<file path="config.mk">
export PLATFORM = sky130hd
export DESIGN_NAME = branch_target_unit
export DESIGN_NICKNAME = d
export VERILOG_FILES = /design/src/rtl/btu_pkg.sv /design/src/rtl/btu_fifo.sv /design/src/rtl/branch_target_unit.sv
export SDC_FILE = /design/constraint.sdc
export NUM_CORES = 1
export LEC_CHECK = 0
export ABC_CLOCK_PERIOD_IN_PS = 8800
export BUFFER_PORTS_ARGS = -buffer_cell sky130_fd_sc_hd__buf_2
export CAP_MARGIN = 20
export CORE_MARGIN = 8
export CORE_UTILIZATION = 60
export CTS_CLUSTER_DIAMETER = 120
export DETAILED_ROUTE_END_ITERATION = 8
export PLACE_DENSITY_LB_ADDON = 0.15
export SLEW_MARGIN = 20
export SYNTH_ARGS = -nofsm -noshare
export SYNTH_HDL_FRONTEND = slang
export SYNTH_SLANG_ARGS = --single-unit
</file>
<file path="constraint.sdc">
create_clock -name clk_i -period 8.8 [get_ports clk_i]
set_input_delay 1.32 -clock clk_i [delete_from_list [all_inputs] [get_ports clk_i]]
set_output_delay 1.32 -clock clk_i [all_outputs]
set_load 0.1 [all_outputs]
</file>
<file path="src/rtl/btu_pkg.sv">
// Shared constants for the branch target unit: word width, mode encodings, link increment.
// Define BTU_MISALIGN_CHECK_EN to store and report a per-entry misalignment flag.
`ifndef WORD
`define WORD 32
`endif

package btu_pkg;
   localparam int BTU_WORD     = `WORD;
   localparam int BTU_LINK_INC = 4;

   typedef enum logic [1:0] {
      BTU_MODE_PCREL = 2'b00,
      BTU_MODE_REG   = 2'b01,
      BTU_MODE_ABS   = 2'b10,
      BTU_MODE_LINK  = 2'b11
   } btuMode_e;
endpackage

</file>
<file path="src/rtl/btu_fifo.sv">
// DEPTH-entry FIFO with non-power-of-two pointer wrap; push/pop ignored when full/empty.
module btu_fifo #(
   parameter int DEPTH = 2,
   parameter int DW    = 8,
   parameter int PW    = (DEPTH > 1) ? $clog2(DEPTH) : 1,
   parameter int CW    = $clog2(DEPTH + 1)
) (
   input  logic          clk_i,
   input  logic          rst_i,
   input  logic          push_i,
   input  logic          pop_i,
   input  logic [DW-1:0] data_i,
   output logic [DW-1:0] data_o,
   output logic          full_o,
   output logic          empty_o
);
   logic [DW-1:0] mem [DEPTH];
   logic [PW-1:0] wrPtr, rdPtr;
   logic [CW-1:0] count;
   logic          doPush, doPop;

   assign full_o  = (count == CW'(DEPTH));
   assign empty_o = (count == '0);
   assign doPush  = push_i && !full_o;
   assign doPop   = pop_i && !empty_o;
   assign data_o  = mem[rdPtr];

   function automatic logic [PW-1:0] nextPtr(input logic [PW-1:0] p);
      return (p == PW'(DEPTH - 1)) ? '0 : p + 1'b1;
   endfunction

   always_ff @(posedge clk_i) begin
      if (rst_i) begin
         wrPtr <= '0;
         rdPtr <= '0;
         count <= '0;
      end else begin
         if (doPush) wrPtr <= nextPtr(wrPtr);
         if (doPop)  rdPtr <= nextPtr(rdPtr);
         case ({doPush, doPop})
            2'b10:   count <= count + 1'b1;
            2'b01:   count <= count - 1'b1;
            default: count <= count;
         endcase
      end
   end

   // Storage carries no reset; the top masks the head while the FIFO is empty.
   always_ff @(posedge clk_i) begin
      if (doPush) mem[wrPtr] <= data_i;
   end
endmodule

</file>
<file path="src/rtl/branch_target_unit.sv">
// Control-transfer target/link calculator feeding a small handshaked result FIFO.
// Optional BTU_MISALIGN_CHECK_EN adds a stored per-entry misalignment flag.
module branch_target_unit
   import btu_pkg::*;
#(
   parameter int WIDTH        = BTU_WORD,
   parameter int OFFSET_SHIFT = 1,
   parameter int DEPTH        = 2,
   parameter int TAG_W        = 4
) (
   input  logic             clk_i,
   input  logic             rst_i,
   input  logic             valid_i,
   output logic             ready_o,
   input  logic [1:0]       mode_i,
   input  logic [WIDTH-1:0] pc_i,
   input  logic [WIDTH-1:0] base_i,
   input  logic [WIDTH-1:0] offset_i,
   input  logic [TAG_W-1:0] tag_i,
   output logic             valid_o,
   input  logic             ready_i,
   output logic [WIDTH-1:0] target_o,
   output logic [WIDTH-1:0] link_o,
   output logic [TAG_W-1:0] tag_o,
   output logic             misalign_o
);
   typedef struct packed {
      logic [WIDTH-1:0] target;
      logic [WIDTH-1:0] link;
      logic [TAG_W-1:0] tag;
`ifdef BTU_MISALIGN_CHECK_EN
      logic             misalign;
`endif
   } btuEntry_t;

   logic [WIDTH-1:0] addA, addB, sum, target, link;
   btuEntry_t        pushEntry, headEntry;
   logic             full, empty;

   // One shared adder; absolute mode adds zero, link mode adds the link increment.
   always_comb begin
      addA = pc_i;
      addB = WIDTH'(BTU_LINK_INC);
      case (btuMode_e'(mode_i))
         BTU_MODE_PCREL: begin addA = pc_i;   addB = offset_i << OFFSET_SHIFT; end
         BTU_MODE_REG:   begin addA = base_i; addB = offset_i; end
         BTU_MODE_ABS:   begin addA = '0;     addB = offset_i; end
         default:        ;
      endcase
   end

   assign sum    = addA + addB;
   assign target = (btuMode_e'(mode_i) == BTU_MODE_REG) ? {sum[WIDTH-1:1], 1'b0} : sum;
   assign link   = pc_i + WIDTH'(BTU_LINK_INC);

   always_comb begin
      pushEntry          = '0;
      pushEntry.target   = target;
      pushEntry.link     = link;
      pushEntry.tag      = tag_i;
`ifdef BTU_MISALIGN_CHECK_EN
      pushEntry.misalign = (target[1:0] != 2'b00);
`endif
   end

   btu_fifo #(
      .DEPTH (DEPTH),
      .DW    ($bits(btuEntry_t))
   ) u_fifo (
      .clk_i   (clk_i),
      .rst_i   (rst_i),
      .push_i  (valid_i && ready_o),
      .pop_i   (ready_i && valid_o),
      .data_i  (pushEntry),
      .data_o  (headEntry),
      .full_o  (full),
      .empty_o (empty)
   );

   assign ready_o  = !full;
   assign valid_o  = !empty;
   assign target_o = valid_o ? headEntry.target : '0;
   assign link_o   = valid_o ? headEntry.link   : '0;
   assign tag_o    = valid_o ? headEntry.tag    : '0;
`ifdef BTU_MISALIGN_CHECK_EN
   assign misalign_o = valid_o && headEntry.misalign;
`else
   assign misalign_o = 1'b0;
`endif
endmodule
</file>
==> results.json, run 1 <==
{
  "post_layout_nonfiller_instances": 1148,
  "min_clock_period_post_route_ns": 5.01,
  "post_synth_inst_count": 794,
  "final_area_um2": 9920,
  "cp_slowest_stage_delay_ns": 0.91,
  "clock-root-buffer": "sky130_fd_sc_hd__clkbuf_16",
  "timing.critical_path.arrival_ns": 5.17,
  "ys_seq_elements": 141,
  "cts.sinks": 141,
  "synthAdderAreaFrac": 0.0558,
  "placed_cell_area_um2": 9380,
  "rr_startpoint": "u_fifo.count[0]",
  "worst_setup_path_end_kind": "flop",
  "place_worst_setup_slack_ns": 3.42,
  "core_um2": 13800,
  "grt_setup_unrepaired": "no",
  "comb_power_share": 0.562,
  "postSynth.asyncResetShare": 0,
  "globalRouteTotalUtil": 0.235,
  "routedWlPerCell_um": 18.9,
  "min_period_over_period": 0.569,
  "critPathKind": "input pin to flop",
  "critical_path.slowest_cell": "sky130_fd_sc_hd__and2_1",
  "die_w_um": 134,
  "layout-drive-gt1-share": 0.239,
  "portion_of_total_power_attributed_to_sequential_cells": 0.260,
  "grt_max_degree": 70,
  "outcome": "finished clean",
  "path_cells": "buf_2 > inv_1 > ha_2 > buf_4 > and2_1 > nand2_1 > o21ai_0 > ha_1 > o211ai_1 > nand2_1 > a31oi_4 > a21boi_1 > o31ai_1 > xnor2_1",
  "worstSetupStartpointType": "input pin",
  "floorplan.rows": 43,
  "final_weighted_congestion_of_routability_driven_global_placement": 0.961,
  "tritoncts.num_buffers": 17,
  "first_global_vias": 6464,
  "post-dp-hpwl_mm": 15.6,
  "synthesis.area_um2": 8420,
  "timing.max_slew.rel_slack": 0.301,
  "synth_compound_gate_area_share": 0.134,
  "ff2ff_setup_slack_ns": 6.52,
  "wirelength_mm": 21.6,
  "number_of_flops_mapped_to_enable_cells_by_yosys": 136,
  "power.switching_fraction": 0.554,
  "area_delta_synth_final_pct": 17.7,
  "timing_max_transition_violations_final": 0,
  "die_area_um2": 18100,
  "route.vias.total": 6624,
  "timing_worst_slew_pin_value_ns": 1.05,
  "post_synth_num_cell_types": 64,
  "drc_errors": 0,
  "power.ir.vdd_worst_mv": 0.304,
  "global_route_wire_length_before_repair_mm": 33.3,
  "design.portCount": 177,
  "clk_path_buf_depth": 2,
  "timing.clock.skew_ns": 0.00710,
  "cts_resized": 0,
  "yosys_most_used_dff": "sky130_fd_sc_hd__edfxtp_1",
  "globalRoute.totalOverflow": 0,
  "min-delay-path-class": "flop to flop",
  "detailed_router_iteration_count_before_antenna_repair": 5,
  "total_power_mw": 3.74,
  "floorplan.die.height_um": 134,
  "clk_pin_slew_ns": 0.06,
  "synth_nets": 937,
  "yosys.area_share.simple": 0.127,
  "setup.worst_path.start": "mode_i[1]",
  "drt_iter0_drc": 657,
  "crit_fanout": 65,
  "hold_path_startpoint": "u_fifo.count[1]",
  "worstPathRequired_ns": 8.96,
  "post_synthesis_mux_area_share": 0.0808,
  "setup_ws_ns": 3.79,
  "total_leakage_power_nw": 4.01,
  "clock_power_share": 0.177,
  "finalHoldWorstSlack_ns": 0.534,
  "total_switching_power_mw": 2.07,
  "post_cts.repair.setup_buffers": 0,
  "power-per-cell-area_nw_per_um2": 377,
  "final-setup-viol-count": 0,
  "io_buffers": 175,
  "final.setup.tns_ns": 0,
  "num-nets-final": 1097,
  "critical-path-top-cell-by-count": "sky130_fd_sc_hd__nand2_1",
  "p_int_mw": 1.67,
  "final_hold_viol_count": 0,
  "cap_viol_max_count": 0,
  "ctsHtreeMaxLevel": 4,
  "dp.cells": 1115,
  "starting_density": 0.612,
  "finalCoreUtilization": 0.720,
  "number_of_antenna_violations_at_the_first_check_in_global_routing": 1,
  "synth.yosys.seq_area_share": 0.497,
  "clock_latency_ns": 0.43,
  "tritoncts_clock_tree": "built",
  "syn_area_per_cell_um2": 10.6,
  "synth_top_family_by_area": "compound AO/OA/AOI/OAI gates",
  "yosys.area_share.xor_xnor": 0.0634,
  "vias_per_cell": 5.77,
  "final_antenna_net_count": 0,
  "synth_warnings": 0,
  "max_freq_mhz": 200,
  "postCtsHoldBufs": 0
}
[power groups by stage]
stage                     registers, mW  clock network (mW)  logic (mW)
after floorplan                   0.955                   0        1.80
after global placement            0.982                   0        2.10
after detailed placement          0.988                   0        2.11
after CTS                         0.975               0.672        2.11
after global routing              0.986               0.701        2.20
final                             0.975               0.663        2.10
[synth_stat cells, drive strengths merged, types with 14 or more instances]
cell type / n / area (µm²)
clkbuf: 24 / 100
inv: 37 / 139
a21oi: 35 / 183
nand3: 14 / 70.1
ha: 36 / 450
nor2: 116 / 435
buf: 16 / 109
o21ai: 58 / 294
edfxtp: 136 / 4080
a22oi: 30 / 225
mux2i: 68 / 681
xnor2: 50 / 438
nand2: 59 / 221
[layout make-up]
| class | instances | area, µm² |
|---|---|---|
| Multi-Input combinational cell | 576 | 3910 |
| Clock inverter | 12 | 96.3 |
| Antenna cell | 1 | 2.50 |
| Clock buffer | 20 | 437 |
| Inverter | 37 | 139 |
| Timing Repair Buffer | 181 | 921 |
| Fill cell | 1047 | 3850 |
| Sequential cell | 141 | 4190 |
| Tap cell | 180 | 225 |
[worst max-delay path: cells and delay by family]
kind	cells	cell delay, ns
xor+xnor	1	0.14
simple gates	3	1.22
buf+inv	3	0.60
fa+ha+maj	2	0.63
compound gates	5	1.21
[layout by cell type, fill, tap and decap left out, types with 3 or more instances in the layout]
master and instances:
sky130_fd_sc_hd__buf_2 175, sky130_fd_sc_hd__edfxtp_1 136, sky130_fd_sc_hd__nor2_1 114, sky130_fd_sc_hd__mux2i_1 68, sky130_fd_sc_hd__nand2_1 59, sky130_fd_sc_hd__o21ai_0 50
sky130_fd_sc_hd__xnor2_1 50, sky130_fd_sc_hd__inv_1 37, sky130_fd_sc_hd__ha_1 35, sky130_fd_sc_hd__a21oi_1 33, sky130_fd_sc_hd__a22oi_1 30, sky130_fd_sc_hd__clkbuf_16 17
sky130_fd_sc_hd__nand3_1 14, sky130_fd_sc_hd__xor2_1 11, sky130_fd_sc_hd__o211ai_1 8, sky130_fd_sc_hd__nand4_1 8, sky130_fd_sc_hd__o21ai_1 7, sky130_fd_sc_hd__and2_1 7
sky130_fd_sc_hd__and3_1 6, sky130_fd_sc_hd__buf_4 6, sky130_fd_sc_hd__a211oi_1 5, sky130_fd_sc_hd__a31oi_1 5, sky130_fd_sc_hd__nor3_1 5, sky130_fd_sc_hd__a21o_1 5
sky130_fd_sc_hd__o21bai_1 4, sky130_fd_sc_hd__dfxtp_1 4, sky130_fd_sc_hd__a21boi_1 3, sky130_fd_sc_hd__o21a_1 3, sky130_fd_sc_hd__or3_1 3, sky130_fd_sc_hd__clkinv_2 3
sky130_fd_sc_hd__clkbuf_1 3, sky130_fd_sc_hd__clkinv_1 3, sky130_fd_sc_hd__clkinvlp_4 3
[layer usage]
metal,GRT usage,vias up,share of wire
met5,0,-,0
met4,0.0848,0,0.019
met3,0.0635,27,0.079
met2,0.373,264,0.48
met1,0.303,3129,0.43
li1,-,3204,-
[sequential cells by signal (all words and copies together) (netlist names), named ones only]
register      count
u_fifo.count      2
u_fifo.mem      136
u_fifo.rdPtr      1
u_fifo.wrPtr      1
[cell families (layout without fill, tap and decap cells)]
kind of cell	after synthesis	in the layout
compound gates	173	173
xor+xnor	61	61
fa+ha+maj	37	37
buf+inv	77	250
flops	141	141
mux	68	68
other cells	1	2
simple gates	236	236
[final timing paths]
kind / endpoint / cells past startpoint
setup reg to reg: u_fifo.count[1] / 7
hold / removal: u_fifo.count[1] / 2
setup / recovery: u_fifo.mem[0][63] / 14
hold reg to reg: u_fifo.count[1] / 2
Power figures use the tool's default switching activity.
==> inputs of run 2 (changes only) <==
ABC_CLOCK_PERIOD_IN_PS = 5100   (was 8800)
CORE_UTILIZATION = 56   (was 60)
clock period = 5.1 ns   (was 8.8 ns; I/O delays follow)
==> run 2 against run 1 <==
Compared with the run above: die area increased by 6.3%; register-to-register slack lost 3.8 ns; cell area increased by 0.33%; sequential cell count did not move; critical endpoint unchanged; combinational power up 70%; largest power group unchanged; non-clock buffer count grew 1; largest cell class unchanged; worst hold slack worse by 0.0058 ns; first-iteration DRC count fell by 43%; highest routed layer unchanged; via count down 1.0%.
==> results.json, run 2 (synthesis gave the netlist of run 1 again) <==
{
  "power-per-cell-area_nw_per_um2": 649,
  "worst_setup_path_end_kind": "flop",
  "most-common-layout-cells": "sky130_fd_sc_hd__buf_2, sky130_fd_sc_hd__edfxtp_1, sky130_fd_sc_hd__nor2_1",
  "power.ir.vdd_worst_mv": 0.526,
  "total_leakage_power_nw": 4.03,
  "timing_worst_slew_pin_value_ns": 1.09,
  "timing.critical_path.arrival_ns": 4.03,
  "floorplan.die.height_um": 139,
  "vias_per_cell": 5.66,
  "cts.sinks": 141,
  "number_of_antenna_violations_at_the_first_check_in_global_routing": 2,
  "most_common_library_cell_in_the_layout_ignoring_fill_and_taps": "sky130_fd_sc_hd__buf_2",
  "timing.clock.skew_ns": 0.00546,
  "routedWlPerCell_um": 18.4,
  "core_um2": 15000,
  "timing_max_transition_violations_final": 0,
  "largest-register": "u_fifo.mem",
  "route.vias.total": 6556,
  "largest_reg_flops": 136,
  "min_period_over_period": 0.758,
  "die_w_um": 139,
  "grt_setup_unrepaired": "no",
  "final_antenna_net_count": 0,
  "ctsHtreeMaxLevel": 4,
  "clock_latency_ns": 0.43,
  "globalRoute.totalOverflow": 0,
  "clk_path_buf_depth": 2,
  "cp_slowest_stage_delay_ns": 0.42,
  "critical_path.slowest_cell": "sky130_fd_sc_hd__and2_1",
  "post_cts.repair.setup_buffers": 0,
  "layout-drive-gt1-share": 0.242,
  "min-delay-path-class": "flop to flop",
  "cts_resized": 0,
  "clock-root-buffer": "sky130_fd_sc_hd__clkbuf_16",
  "postCtsHoldBufs": 0,
  "final.setup.tns_ns": 0,
  "design.portCount": 177,
  "final_weighted_congestion_of_routability_driven_global_placement": 0.911,
  "first_global_vias": 6503,
  "num-nets-final": 1098,
  "final-setup-viol-count": 0,
  "seqCellArea_um2": 4190,
  "area_delta_synth_final_pct": 18.1,
  "timing.max_slew.rel_slack": 0.271,
  "wirelength_mm": 21.3,
  "path_cells": "buf_2 > inv_1 > ha_2 > and2_1 > buf_4 > nand2_1 > o21ai_0 > ha_1 > a211oi_1 > o221ai_1 > a31oi_4 > a21boi_1 > o31ai_1 > xnor2_1",
  "grt_max_degree": 65,
  "total_power_mw": 6.45,
  "worstPathRequired_ns": 5.26,
  "crit_fanout": 18,
  "outcome": "finished clean",
  "drt_iter0_drc": 376,
  "floorplan.rows": 45,
  "global_route_wire_length_before_repair_mm": 33.9,
  "tritoncts_clock_tree": "built",
  "multi_input_area_um2": 3910,
  "finalHoldWorstSlack_ns": 0.528,
  "min_clock_period_post_route_ns": 3.86,
  "reg.largest.list": "u_fifo.mem (136), u_fifo.count (2)",
  "post-dp-hpwl_mm": 16.1,
  "cap_viol_max_count": 0,
  "globalRouteTotalUtil": 0.222,
  "finalCoreUtilization": 0.664,
  "layout.filler_cells": 1245,
  "max_freq_mhz": 259,
  "die_area_um2": 19200,
  "starting_density": 0.562,
  "tritoncts.num_buffers": 17,
  "clk_pin_slew_ns": 0.06,
  "critPathKind": "input pin to flop",
  "drc_errors": 0,
  "worstSetupStartpointType": "input pin",
  "detailed_router_iteration_count_before_antenna_repair": 7,
  "final_hold_viol_count": 0,
  "io_buffers": 175
}
run 2: worst paths after layout:
kind,endpoint,start,cells past startpoint,slack (ns)
setup / recovery,u_fifo.mem[0][63],mode_i[0],14,1.24
hold / removal,flop,u_fifo.rdPtr,2,0.53
setup reg to reg,u_fifo.mem[1][19],u_fifo.count[0],3,2.70
hold reg to reg,flop,u_fifo.rdPtr,2,0.53
run 2: area by class of cell:
type / instances / area share
antenna: 2 / 0.000503
clock buffer: 18 / 0.0431
clock inverter: 14 / 0.0117
inverter: 37 / 0.0140
multi-input combinational: 576 / 0.393
sequential: 141 / 0.421
tap: 188 / 0.0236
timing repair buffer: 182 / 0.0933
run 2: critical path, delay by kind of cell:
kind / cells / cell delay (ns)
compound gates: 6 / 1.45
fa+ha+maj: 2 / 0.68
simple gates: 2 / 0.49
buf+inv: 3 / 0.48
xor+xnor: 1 / 0.15
run 2: per-layer routing:
layer,share of wire,global-route usage
met1,0.44,0.276
met5,0,0
met3,0.057,0.0575
met2,0.48,0.365
met4,0.024,0.0843
run 2: report_power, final:
group / switching, mW / total [mW] / leakage, nW / internal, mW
clock: 0.486 / 1.15 / 0.268 / 0.669
sequential: 0.148 / 1.72 / 1.32 / 1.57
combinational: 2.93 / 3.58 / 2.44 / 0.647
run 2: metrics by stage:
stage          cell area (µm²)  worst slack (ns)  cells
6_report                  9950              1.24   1158
5_1_grt                   9950              1.00   1158
4_1_cts                   9950              1.28   1156
3_5_place_dp              9400             0.865   1124
3_3_place_gp              9400             0.888   1124
2_1_floorplan             8420             0.275    794
